--- config.mk ---
export PLATFORM = sky130hd
export DESIGN_NAME = scmp_useq_flat
export DESIGN_NICKNAME = d
export VERILOG_FILES = /design/src/rtl/scmp_useq_pkg.sv /design/src/rtl/scmp_useq_if.sv /design/src/rtl/scmp_useq_cond.sv /design/src/rtl/scmp_useq.sv /design/src/flat_wrapper.sv
export SDC_FILE = /design/constraint.sdc
export NUM_CORES = 1
export LEC_CHECK = 0
export ABC_AREA = 0
export CAP_MARGIN = 20
export CORE_ASPECT_RATIO = 0.6
export CORE_MARGIN = 1.5
export CORE_UTILIZATION = 43
export CTS_CLUSTER_DIAMETER = 200
export DETAILED_ROUTE_END_ITERATION = 16
export PLACE_DENSITY = 0.75
export SLEW_MARGIN = 30
export SYNTH_ARGS = -nofsm -noshare
export SYNTH_HDL_FRONTEND = slang
export SYNTH_SLANG_ARGS = --single-unit
--- constraint.sdc ---
create_clock -name clk -period 2.2 [get_ports clk]
set_clock_uncertainty 0.05 [all_clocks]
set_input_delay 0.22 -clock clk [delete_from_list [all_inputs] [get_ports clk]]
set_output_delay 0.22 -clock clk [all_outputs]
set_load 0.02 [all_outputs]
--- src/rtl/scmp_useq_pkg.sv ---
// scmp_microcode_pak: shared microcode definitions for the SC/MP core.
//   NXT_t    - next-address type field of the control word
//   COND_t   - condition select field of the control word
//   NEXTPC_t - micro-PC label type, with the FETCH (reset) and IRQ labels
// Encodings that do not appear in NXT_t or COND_t are still legal on the wire.
// The sequencer treats an unknown NXT_t as SEQ and an unknown COND_t as false.
package scmp_microcode_pak;

    localparam int UC_UPC_W = 8;

    typedef logic [UC_UPC_W-1:0] NEXTPC_t;

    localparam NEXTPC_t L_FETCH = 8'h00;
    localparam NEXTPC_t L_IRQ   = 8'hF0;

    typedef enum logic [2:0] {
        NXT_SEQ  = 3'd0,
        NXT_JMP  = 3'd1,
        NXT_DISP = 3'd2,
        NXT_COND = 3'd3,
        NXT_HALT = 3'd4,
        NXT_CALL = 3'd5,
        NXT_RET  = 3'd6
    } NXT_t;

    typedef enum logic [2:0] {
        COND_TRUE = 3'd0,
        COND_Z    = 3'd1,
        COND_NZ   = 3'd2,
        COND_NEG  = 3'd3,
        COND_CY   = 3'd4,
        COND_CTRZ = 3'd5
    } COND_t;

endpackage

--- src/rtl/scmp_useq_if.sv ---
// scmp_useq_if: bundle between the microcode sequencer and its surroundings
// (opcode decoder, microcode ROM word, ALU flags, bus handshake, counter control).
//   master : drives decoder/ROM/flag/bus inputs, observes upc and status
//   slave  : the sequencer itself
interface scmp_useq_if #(
    parameter int UPC_W = 8,
    parameter int CTR_W = 16
);
    logic [UPC_W-1:0] op_pc;
    logic [2:0]       uc_nxt;
    logic [UPC_W-1:0] uc_tgt;
    logic [2:0]       uc_cond;
    logic             uc_wait;
    logic             bus_rdy;
    logic             acc_z;
    logic             acc_neg;
    logic             cy;
    logic             ie;
    logic             sense_a;
    logic             cont;
    logic             ctr_ld;
    logic             ctr_dec;
    logic [CTR_W-1:0] ctr_din;
    logic [UPC_W-1:0] upc;
    logic             halted;
    logic             irq_take;
    logic             ctr_zero;

    modport master (
        output op_pc, uc_nxt, uc_tgt, uc_cond, uc_wait, bus_rdy,
               acc_z, acc_neg, cy, ie, sense_a, cont,
               ctr_ld, ctr_dec, ctr_din,
        input  upc, halted, irq_take, ctr_zero
    );

    modport slave (
        input  op_pc, uc_nxt, uc_tgt, uc_cond, uc_wait, bus_rdy,
               acc_z, acc_neg, cy, ie, sense_a, cont,
               ctr_ld, ctr_dec, ctr_din,
        output upc, halted, irq_take, ctr_zero
    );
endinterface

--- src/rtl/scmp_useq_cond.sv ---
// scmp_useq_cond: combinational condition mux for COND micro-branches.
//   uc_cond   in  condition select (COND_t)
//   acc_z     in  accumulator == 0
//   acc_neg   in  accumulator bit 7
//   cy        in  carry/link
//   ctr_zero  in  loop counter == 0 (current, pre-update value)
//   cond_true out selected condition holds; unknown selects give 0
module scmp_useq_cond
    import scmp_microcode_pak::*;
(
    input  logic [2:0] uc_cond,
    input  logic       acc_z,
    input  logic       acc_neg,
    input  logic       cy,
    input  logic       ctr_zero,
    output logic       cond_true
);

    always_comb begin
        cond_true = 1'b0;
        case (uc_cond)
            COND_TRUE: cond_true = 1'b1;
            COND_Z:    cond_true = acc_z;
            COND_NZ:   cond_true = ~acc_z;
            COND_NEG:  cond_true = acc_neg;
            COND_CY:   cond_true = cy;
            COND_CTRZ: cond_true = ctr_zero;
            default:   cond_true = 1'b0;
        endcase
    end

endmodule

--- src/rtl/scmp_useq.sv ---
// scmp_useq: microcode sequencer for the SC/MP core. Owns the micro-PC, the
// RUN/HALT state, the loop/delay counter and interrupt entry at dispatch.
//   clk, rst  core clock; asynchronous active-high reset
//   bus       scmp_useq_if.slave: control word (uc_*), op_pc, flags, ie,
//             sense_a, cont, bus_rdy, counter controls in; upc, halted,
//             irq_take, ctr_zero out
// Optional build macro SCMP_USEQ_CALL_EN: adds a one-entry return register
// for CALL/RET. Without it CALL acts as JMP and RET returns to RESET_PC.
module scmp_useq
    import scmp_microcode_pak::*;
#(
    parameter int               UPC_W    = UC_UPC_W,
    parameter int               CTR_W    = 16,
    parameter logic [UPC_W-1:0] RESET_PC = L_FETCH,
    parameter logic [UPC_W-1:0] IRQ_PC   = L_IRQ
) (
    input logic        clk,
    input logic        rst,
    scmp_useq_if.slave bus
);

    localparam logic [0:0] ST_RUN  = 1'b0;
    localparam logic [0:0] ST_HALT = 1'b1;

    logic [0:0]       state, state_nxt;
    logic [UPC_W-1:0] upc_r, upc_nxt, upc_inc;
    logic [CTR_W-1:0] ctr, ctr_nxt;
    logic             irq_r, irq_nxt;
    logic             ctr_zero;
    logic             cond_true;
    logic             stall;
`ifdef SCMP_USEQ_CALL_EN
    logic [UPC_W-1:0] ret, ret_nxt;
`endif

    assign stall    = bus.uc_wait & ~bus.bus_rdy;
    assign upc_inc  = upc_r + UPC_W'(1);
    assign ctr_zero = (ctr == '0);

    scmp_useq_cond u_cond (
        .uc_cond   (bus.uc_cond),
        .acc_z     (bus.acc_z),
        .acc_neg   (bus.acc_neg),
        .cy        (bus.cy),
        .ctr_zero  (ctr_zero),
        .cond_true (cond_true)
    );

    always_comb begin
        state_nxt = state;
        upc_nxt   = upc_r;
        ctr_nxt   = ctr;
        irq_nxt   = 1'b0;
`ifdef SCMP_USEQ_CALL_EN
        ret_nxt   = ret;
`endif
        case (state)
            ST_RUN: begin
                if (!stall) begin
                    case (bus.uc_nxt)
                        NXT_JMP:  upc_nxt = bus.uc_tgt;
                        NXT_COND: upc_nxt = cond_true ? bus.uc_tgt : upc_inc;
                        NXT_DISP: begin
                            if (bus.sense_a && bus.ie) begin
                                upc_nxt = IRQ_PC;
                                irq_nxt = 1'b1;
                            end else begin
                                upc_nxt = bus.op_pc;
                            end
                        end
                        // Advance past the HALT word now so that resuming
                        // needs no extra increment.
                        NXT_HALT: begin
                            upc_nxt   = upc_inc;
                            state_nxt = ST_HALT;
                        end
`ifdef SCMP_USEQ_CALL_EN
                        NXT_CALL: begin
                            ret_nxt = upc_inc;
                            upc_nxt = bus.uc_tgt;
                        end
                        NXT_RET:  upc_nxt = ret;
`else
                        NXT_CALL: upc_nxt = bus.uc_tgt;
                        NXT_RET:  upc_nxt = RESET_PC;
`endif
                        default:  upc_nxt = upc_inc;
                    endcase

                    // Load has priority; decrement saturates at zero.
                    if (bus.ctr_ld) begin
                        ctr_nxt = bus.ctr_din;
                    end else if (bus.ctr_dec && !ctr_zero) begin
                        ctr_nxt = ctr - CTR_W'(1);
                    end
                end
            end
            ST_HALT: begin
                if (bus.cont) begin
                    state_nxt = ST_RUN;
                end
            end
            default: state_nxt = ST_RUN;
        endcase
    end

    always_ff @(posedge clk or posedge rst) begin
        if (rst) begin
            state <= ST_RUN;
            upc_r <= RESET_PC;
            ctr   <= '0;
            irq_r <= 1'b0;
`ifdef SCMP_USEQ_CALL_EN
            ret   <= RESET_PC;
`endif
        end else begin
            state <= state_nxt;
            upc_r <= upc_nxt;
            ctr   <= ctr_nxt;
            irq_r <= irq_nxt;
`ifdef SCMP_USEQ_CALL_EN
            ret   <= ret_nxt;
`endif
        end
    end

    assign bus.upc      = upc_r;
    assign bus.halted   = (state == ST_HALT);
    assign bus.irq_take = irq_r;
    assign bus.ctr_zero = ctr_zero;

endmodule

--- src/flat_wrapper.sv ---
// flat-port wrapper written by rule: the top's interface ports become plain ports
module scmp_useq_flat import scmp_microcode_pak::*;
#(
    parameter int               UPC_W    = UC_UPC_W,
    parameter int               CTR_W    = 16,
    parameter logic [UPC_W-1:0] RESET_PC = L_FETCH,
    parameter logic [UPC_W-1:0] IRQ_PC   = L_IRQ
)
  (clk, rst, bus_op_pc, bus_uc_nxt, bus_uc_tgt, bus_uc_cond, bus_uc_wait, bus_bus_rdy, bus_acc_z, bus_acc_neg, bus_cy, bus_ie, bus_sense_a, bus_cont, bus_ctr_ld, bus_ctr_dec, bus_ctr_din, bus_upc, bus_halted, bus_irq_take, bus_ctr_zero);
  scmp_useq_if #(.UPC_W(UPC_W), .CTR_W(CTR_W)) bus_i ();
  input logic clk;
  input logic rst;
  input wire logic [$bits(bus_i.op_pc)-1:0] bus_op_pc;
  input wire logic [$bits(bus_i.uc_nxt)-1:0] bus_uc_nxt;
  input wire logic [$bits(bus_i.uc_tgt)-1:0] bus_uc_tgt;
  input wire logic [$bits(bus_i.uc_cond)-1:0] bus_uc_cond;
  input wire logic [$bits(bus_i.uc_wait)-1:0] bus_uc_wait;
  input wire logic [$bits(bus_i.bus_rdy)-1:0] bus_bus_rdy;
  input wire logic [$bits(bus_i.acc_z)-1:0] bus_acc_z;
  input wire logic [$bits(bus_i.acc_neg)-1:0] bus_acc_neg;
  input wire logic [$bits(bus_i.cy)-1:0] bus_cy;
  input wire logic [$bits(bus_i.ie)-1:0] bus_ie;
  input wire logic [$bits(bus_i.sense_a)-1:0] bus_sense_a;
  input wire logic [$bits(bus_i.cont)-1:0] bus_cont;
  input wire logic [$bits(bus_i.ctr_ld)-1:0] bus_ctr_ld;
  input wire logic [$bits(bus_i.ctr_dec)-1:0] bus_ctr_dec;
  input wire logic [$bits(bus_i.ctr_din)-1:0] bus_ctr_din;
  output wire logic [$bits(bus_i.upc)-1:0] bus_upc;
  output wire logic [$bits(bus_i.halted)-1:0] bus_halted;
  output wire logic [$bits(bus_i.irq_take)-1:0] bus_irq_take;
  output wire logic [$bits(bus_i.ctr_zero)-1:0] bus_ctr_zero;
  assign bus_i.op_pc = bus_op_pc;
  assign bus_i.uc_nxt = bus_uc_nxt;
  assign bus_i.uc_tgt = bus_uc_tgt;
  assign bus_i.uc_cond = bus_uc_cond;
  assign bus_i.uc_wait = bus_uc_wait;
  assign bus_i.bus_rdy = bus_bus_rdy;
  assign bus_i.acc_z = bus_acc_z;
  assign bus_i.acc_neg = bus_acc_neg;
  assign bus_i.cy = bus_cy;
  assign bus_i.ie = bus_ie;
  assign bus_i.sense_a = bus_sense_a;
  assign bus_i.cont = bus_cont;
  assign bus_i.ctr_ld = bus_ctr_ld;
  assign bus_i.ctr_dec = bus_ctr_dec;
  assign bus_i.ctr_din = bus_ctr_din;
  assign bus_upc = bus_i.upc;
  assign bus_halted = bus_i.halted;
  assign bus_irq_take = bus_i.irq_take;
  assign bus_ctr_zero = bus_i.ctr_zero;
  scmp_useq #(.UPC_W(UPC_W), .CTR_W(CTR_W), .RESET_PC(RESET_PC), .IRQ_PC(IRQ_PC)) u_core (.clk(clk), .rst(rst), .bus(bus_i));
endmodule
After elaboration in Yosys (flattened, before gate mapping)
Index checks and enable logic that the tools add are counted.
{"block": "word_totals", "wordCells": 45, "in_bits": 50, "memories": 0, "mem_bits_rw": 0, "mem_bits_ro": 0, "reg_bits": 26, "out_inout_bits": 11, "latchBits": 0}
{"block": "op_classes", "shift": 0, "n_lt_le_gt_ge": 0, "div": 0, "reduce_logical": 9, "mux": 14, "n_mul": 0, "bitwise": 5, "eq_ne": 11, "addsub": 2}
{"cell": "$mux W16", "n": 2}
{"cell": "$pmux W8 S4", "n": 1}
{"cell": "$logic_not A16 Y1", "n": 1}
{"cell": "$mux W8", "n": 2}
{"cell": "$sub A16 B1 Y16 const B", "n": 1}
{"cell": "$eq A3 B3 Y1 const B", "n": 5}
{"cell": "$eq A3 B2 Y1 const B", "n": 4}
{"cell": "$add A8 B1 Y8 const B", "n": 1}
{"cell": "$mux W1", "n": 7}
{"cell": "$eq A3 B1 Y1 const B", "n": 2}
{"cell": "$pmux W1 S6", "n": 1}
{"cell": "$not A1 Y1", "n": 4}
{"cell": "$logic_not A3 Y1", "n": 1}
{"cell": "$reduce_and A3 Y1", "n": 1}
{"cell": "$logic_and A1 B1 Y1", "n": 2}
{"cell": "$pmux W1 S2", "n": 1}
{"cell": "$reduce_and A2 Y1", "n": 1}
{"cell": "$reduce_bool A2 Y1", "n": 1}
{"cell": "$reduce_or A2 Y1", "n": 1}
{"cell": "$and A1 B1 Y1", "n": 1}
{"cell": "$logic_not A1 Y1", "n": 1}

Depth between registers and ports, before layout
Gate-level depths: netlist (run 1).
{"block": "logic_depth", "depth_word": 5, "mapped_depth": 9, "depth_no_buf": 8}

Cells and area by module
A second synthesis (run 1) with hierarchy kept.
{"block": "hier_totals", "cells_unflattened": 213, "area_unflattened_um2": 1816.7}
{"mod": "scmp_useq", "seq_area_each_um2": 650.6, "area_each_um2": 1775.5, "cells_each": 206, "n_inst": 1}
{"mod": "scmp_useq_cond", "seq_area_each_um2": 0.0, "area_each_um2": 41.3, "cells_each": 7, "n_inst": 1}

Least setup slack after synthesis (run 1)
OpenSTA, ideal clock, no wires.
{"block": "synth_timing", "path_type": "flip-flop to flip-flop", "from": "register u_core.ctr[0]", "to": "register u_core.upc_r[3], in the netlist u_core.bus.upc[3]", "path_stages_with_launch": 9, "synth_period_minus_slack_ns": 2.042, "arrival_time_ns": 1.905, "setup_time_ns": 0.087, "required_ns": 2.063, "path_buffers": 0, "setup_slack_ns": 0.158, "path_cell_list": "dfrtp_1 -> inv_1 -> ha_1 -> nor3b_2 -> and4b_1 -> and3_4 -> nor4_2 -> a211oi_1 -> a22oi_1"}
{"block": "synth_between", "elab_chain_len": 4}
{"element": "start: declaration", "line": "scmp_useq.sv:27", "text": "logic [CTR_W-1:0] ctr, ctr_nxt;"}
{"element": "start signal: assignment", "line": "scmp_useq.sv:119", "text": "ctr <= ctr_nxt;"}
{"element": "$logic_not A16 Y1", "line": "scmp_useq.sv:38", "text": "assign ctr_zero = (ctr == '0);"}
{"element": "$pmux W1 S6", "line": "scmp_useq_cond.sv:21", "text": "case (uc_cond)"}
{"element": "$mux W8", "line": "scmp_useq.sv:62", "text": "NXT_COND: upc_nxt = cond_true ? bus.uc_tgt : upc_inc;"}
{"element": "$pmux W8 S4", "line": "scmp_useq.sv:60", "text": "case (bus.uc_nxt)"}
{"element": "end signal: assignment", "line": "scmp_useq.sv:118", "text": "upc_r <= upc_nxt;"}
{"element": "end: declaration", "line": "scmp_useq.sv:26", "text": "logic [UPC_W-1:0] upc_r, upc_nxt, upc_inc;"}
Every way passes these cells.
A chain may end at the register's enable or synchronous reset.

Final worst setup path (run 1)
{"block": "layout_timing", "from": "register u_core.ctr[10]", "to": "register u_core.upc_r[3], in the netlist u_core.bus.upc[3]"}
The elaborated chain is that of the path after synthesis.

==> flow_summary.toml, run 1 <==
[global_routing]
grt_pass1_wl_mm = 9.949
grt_antenna_before_repair = 0
track_usage = 0.2421
grt.overflow.total = 0
grt_max_degree = 28
grt_pass1_vias = 2015

[sta]
slew_violations = 0
max_clock_freq_mhz = 475.4
slew_headroom = 0.6564
hold_viol_final = 0
fin_crit_sh = 0.9562
layout_min_cycle_time_ps = 2104
worstMarginPinSlew_ps = 514.9
finalSetupViolations = 0

[logic_synthesis]
yosys.area.top_type = "dfrtp_1"
synth_ff_type = "dfrtp_1"
avgSynthCellArea_sq_um = 7.694
yosysMostFrequentCell = "a21oi_1"
netlist.area_leader.share = 0.3240
synth_seq_cells = 26
yosysWarningCount = 0
postSynth.asyncResetShare = 1.000
synthDistinctLibCells = 50
syn-instance-count = 261
synth_edf_count = 0
syn-num-nets = 313
ys_top_cells_by_area = "dfrtp_1 32%, a21oi_1 6.7%, nor2_1 4.9%"
yosysSeqAreaShare = 0.3240
synthTopCellsByCount = "27 x a21oi_1, 26 x dfrtp_1, 26 x nor2_1"
syn_area_sq_um = 2008

[die]
die_h_um = 55.94
coreArea_sq_um = 4541
ios = 61
rows = 19
start_util = 0.4423
fp.dieW_um = 91.23
die_area_sq_um = 5103

[pwr]
total_power_mw = 1.722
vdd.ir_drop.worst_v = 0.0003046
leakagePower_nw = 1.141
p_per_area_nw_per_um2 = 596.0

[job]
drv_cap = 0

[drt]
via_per_inst = 5.722
via_count = 2260
wirelength_mm = 6.119
drt_iter0_markers = 180
first_pass_iters = 5
ant_nets = 0
drc = 0
routedWlPerCell_um = 15.49

[setup_path]
cp_data_arrival_time_ps = 2250
path_class = "reg -> reg"
path_max_fanout = 6
crit_required_ps = 2340
reg2regPathDepth = 7
worstSetupStartpointType = "register"
critPathCaptureType = "register"

[clock_tree]
cts.hold.buffers_added = 0
cts_buffers = 3
h-tree-depth = 1
cts_tree = "yes"
clkSinkCount = 26
root_buffer = "clkbuf_8"
cts.clk_slew.worst_paths_ps = 90
insertion_delay_ps = 270
cts_max_path_buffers = 2

[final_layout]
area_delta_synth_final_pct = 43.86
drive_gt1_frac = 0.1175
nets = 385
diodes = 0
stdcell_count = 395

[placement]
dpl.cell_count = 388
dpl.hpwl_mm = 4.523
place.port_buffers = 60
gp_congestion = 0.9050

[min_path]
hold_class = "in -> async"

[status]
status = "finished clean"
==> kinds of logic after synthesis <==
logic type,synth area share
AOI/OAI and AO/OA,0.3346
DFF,0.3240
buffers and inverters,0.06168
muxes,0.004985
xor gates and xnor gates,0.02617
and+or+nand+nor,0.2361
adders and majority gates,0.01246
==> placed cells by master (no fill, tap or decap), types with 2 or more instances in the layout <==
master / count
a21oi_1: 27
or3_1: 2
a22oi_1: 6
a2bb2oi_1: 3
nand3_1: 13
clkbuf_8: 4
dfrtp_1: 26
o22ai_1: 7
nand2_1: 18
a32oi_1: 2
inv_1: 16
xor2_1: 3
buf_4: 19
nor3_1: 11
xnor2_1: 3
nor2_1: 26
a31oi_1: 6
o21ai_0: 16
a211oi_1: 5
o22a_1: 5
nor4_1: 6
clkdlybuf4s50_1: 59
o211ai_1: 8
nand3b_1: 4
o21bai_1: 5
==> path summary, 6_finish.rpt <==
| check | start | to | slack, ps |
|---|---|---|---|
| worst max-delay path | u_core.ctr[10]$_DFFE_PP0P_ | u_core.bus.upc[3]$_DFFE_PP0P_ | 100 |
| worst min-delay path | rst | u_core.ctr[4]$_DFFE_PP0P_ | 240 |
| worst max register to register | u_core.ctr[10]$_DFFE_PP0P_ | u_core.bus.upc[3]$_DFFE_PP0P_ | 100 |
| worst min register to register | u_core.ctr[6]$_DFFE_PP0P_ | u_core.ctr[6]$_DFFE_PP0P_ | 500 |
| max in group asynchronous | rst | u_core.ctr[14]$_DFFE_PP0P_ | 1600 |
| min in group clk | bus_uc_tgt[4] | u_core.bus.upc[4]$_DFFE_PP0P_ | 480 |
==> through the flow <==
stage               hold WS [ps]  instance area [sq um]  setup WS [ps]  setup TNS, ps  utilization
floorplan                  210.0                   2008          158.3              0            -
global placement           475.1                   2775         -30.81         -30.81       0.6112
detailed placement         484.2                   2775         -93.04         -286.8       0.6112
CTS                        250.9                   2838          59.80              0       0.6250
global route               299.2                   2889         -13.75         -13.75       0.6363
finish                     242.5                   2889          96.41              0       0.6363
==> flip-flops by register name (all words and copies together), names as in the netlist <==
register	cells
u_core.bus.upc	8
u_core.bus.halted	1
u_core.ctr	16
u_core.bus.irq_take	1
==> power breakdown <==
part	switching (mW)	leakage [nW]	internal (mW)
Sequential	0.135	0.307	0.569
Combinational	0.344	0.805	0.358
Clock	0.155	0.0288	0.160
==> critical path: stages, from the launching register on <==
cell and delay, ps:
dfrtp_1 440, or3_4 430, and4b_2 330, and3_4 230
buf_4 120, buf_6 110, o211ai_1 100, a22oi_1 200
==> repair_timing <==
| item | 4_1_cts | 5_1_grt |
|---|---|---|
| endpoints found under the setup margin | 7 | 15 |
| cloned | 0 | 0 |
| buffers inserted | 0 | 5 |
| gates resized for setup | 2 | 10 |
| pin swaps | 0 | 3 |
==> cell type report <==
class	count	area (sq um)
fill	414	1652
clock buffer	4	55.05
multi-input combinational	204	1271
tap	63	78.83
sequential	26	650.6
inverter	17	63.81
timing repair buffer	81	769.5
==> per-layer routing <==
layer	vias to the layer above	wire length (um)	track usage
met2	103	2453	0.3177
met1	1025	3182	0.4031
met5	-	0	0
met4	0	40	0.03795
li1	1124	-	-
met3	8	443	0.04781
No activity file was read; power rests on OpenSTA's default activity.
==> inputs of run 2 (changes only) <==
--- a/config.mk
+++ b/config.mk
@@ -13,6 +13,7 @@
 export CTS_CLUSTER_DIAMETER = 200
 export DETAILED_ROUTE_END_ITERATION = 16
 export PLACE_DENSITY = 0.75
+export RECOVER_POWER = 50
 export SLEW_MARGIN = 30
 export SYNTH_ARGS = -nofsm -noshare
 export SYNTH_HDL_FRONTEND = slang
==> flow_summary.toml, run 2 (synthesis results as in run 1) <==
[placement]
place.port_buffers = 60
placed_cell_area_sq_um = 2775
dpl.hpwl_mm = 4.523
gp_congestion = 0.9050

[sta]
finalSetupViolations = 0
finalHoldWorstSlack_ps = 476.9
slew_violations = 0
fin_setup_tns_ps = 0
fin_crit_sh = 0.9571
worstMarginPinSlew_ps = 1447
hold_viol_final = 0
slew_headroom = 0.03527
max_clock_freq_mhz = 474.9
layout_min_cycle_time_ps = 2106

[pwr]
total_power_mw = 1.717
p_per_area_nw_per_um2 = 595.5
vdd.ir_drop.worst_v = 0.0003048
leakagePower_nw = 1.144

[drt]
first_pass_iters = 4
via_per_inst = 5.742
via_count = 2268
drc = 0
ant_nets = 0
routedWlPerCell_um = 15.53
drt_iter0_markers = 178
wirelength_mm = 6.134

[min_path]
hold_class = "in -> reg"
holdPathEnd = "u_core.bus.upc[4]$_DFFE_PP0P_"
worstHoldStart = "bus_uc_tgt[4]"
hold_path_depth = 3

[die]
die_area_sq_um = 5103
coreArea_sq_um = 4541
die_h_um = 55.94
start_util = 0.4423
ios = 61
fp.dieW_um = 91.23
rows = 19

[setup_path]
worstSetupStartpointType = "register"
reg2regPathDepth = 7
rr_startpoint = "u_core.ctr[10]$_DFFE_PP0P_"
critPathCaptureType = "register"
path_max_fanout = 5
crit_path_start = "u_core.ctr[10]$_DFFE_PP0P_"
reg2reg_to = "u_core.bus.upc[0]$_DFFE_PP0P_"
path_class = "reg -> reg"
r2r_slack_ps = 90
crit_required_ps = 2290
cp_data_arrival_time_ps = 2200

[final_layout]
largest_reg_flops = 16
final_common_cell = "clkdlybuf4s50_1"
design_area_sq_um = 2883
layout_common_cells = "54 x clkdlybuf4s50_1, 27 x a21oi_1, 26 x nor2_1, 26 x dfrtp_1, 18 x nand2_1"
regMostFlops = "u_core.ctr"
drive_gt1_frac = 0.1145
diodes = 0
post-route-util = 0.6349
nets = 385
area_delta_synth_final_pct = 43.55

[global_routing]
grt.overflow.total = 0
grt_pass1_vias = 2015
grt_pass1_wl_mm = 9.949
grt_max_degree = 28
grt_antenna_before_repair = 0
track_usage = 0.2421

[clock_tree]
cts_max_path_buffers = 2
root_buffer = "clkbuf_8"
insertion_delay_ps = 270
cts.clk_slew.worst_paths_ps = 90
cts_tree = "yes"
cts_buffers = 3
h-tree-depth = 1
clkSinkCount = 26

[job]
drv_cap = 0

[status]
status = "finished clean"
## run 2: cell types whose count changed in the layout (fill, tap and decap cells not counted)
cell,before,now
buf_4,19,17
clkbuf_1,0,1
clkbuf_2,1,2
clkdlybuf4s50_1,59,54
dlygate4sd3_1,0,5
## run 2: worst max-delay path, stage by stage (launching register included)
cell and delay [ps]:
dfrtp_1 440, or3_4 430, and4b_2 340, and3_4 230, buf_4 120, o21bai_1 70
a31oi_2 230, o31ai_2 70
## run 2: metrics by stage
stage | cells | setup WS [ps]
floorplan | 261 | 158.3
global placement | 388 | -30.81
detailed placement | 388 | -93.04
CTS | 392 | 59.80
global route | 395 | -13.75
finish | 395 | 94.46
## run 2: routing by layer
layer  vias to the layer above  wire length (um)  track usage
li1                       1124                 -            -
met1                      1030              3165       0.4031
met2                       106              2467       0.3177
met3                         8               460      0.04781
met4                         0                39      0.03795
met5                         -                 0            0
## run 2: power breakdown
part | total (mW) | leakage (nW) | switching, mW | internal, mW
Combinational | 0.698 | 0.808 | 0.344 | 0.354
Clock | 0.314 | 0.0288 | 0.154 | 0.160
Sequential | 0.704 | 0.307 | 0.135 | 0.569
Total | 1.72 | 1.14 | 0.634 | 1.08
## run 2: how the worst max path moves through the flow
stage | cells after the start | endpoint
3_5_place_dp | 8 | u_core.bus.upc[3]$_DFFE_PP0P_
3_3_place_gp | 8 | u_core.bus.upc[3]$_DFFE_PP0P_
2_1_floorplan | 8 | u_core.bus.upc[3]$_DFFE_PP0P_
4_1_cts | 8 | u_core.bus.upc[3]$_DFFE_PP0P_
5_1_grt | 9 | u_core.bus.upc[3]$_DFFE_PP0P_
6_report | 7 | u_core.bus.upc[0]$_DFFE_PP0P_
## run 2: layout make-up
cell class / count / area, sq um
sequential: 26 / 650.6
timing repair buffer: 81 / 763.2
fill: 415 / 1658
multi-input combinational: 204 / 1271
tap: 63 / 78.83
inverter: 17 / 63.81
clock buffer: 4 / 55.05
## run 2: repair_timing
action                                  CTS  global route
hold buffers                              0             0
pin swaps                                 0             3
resized for setup                         2            10
setup buffers                             0             5
endpoints found under the setup margin    7            15
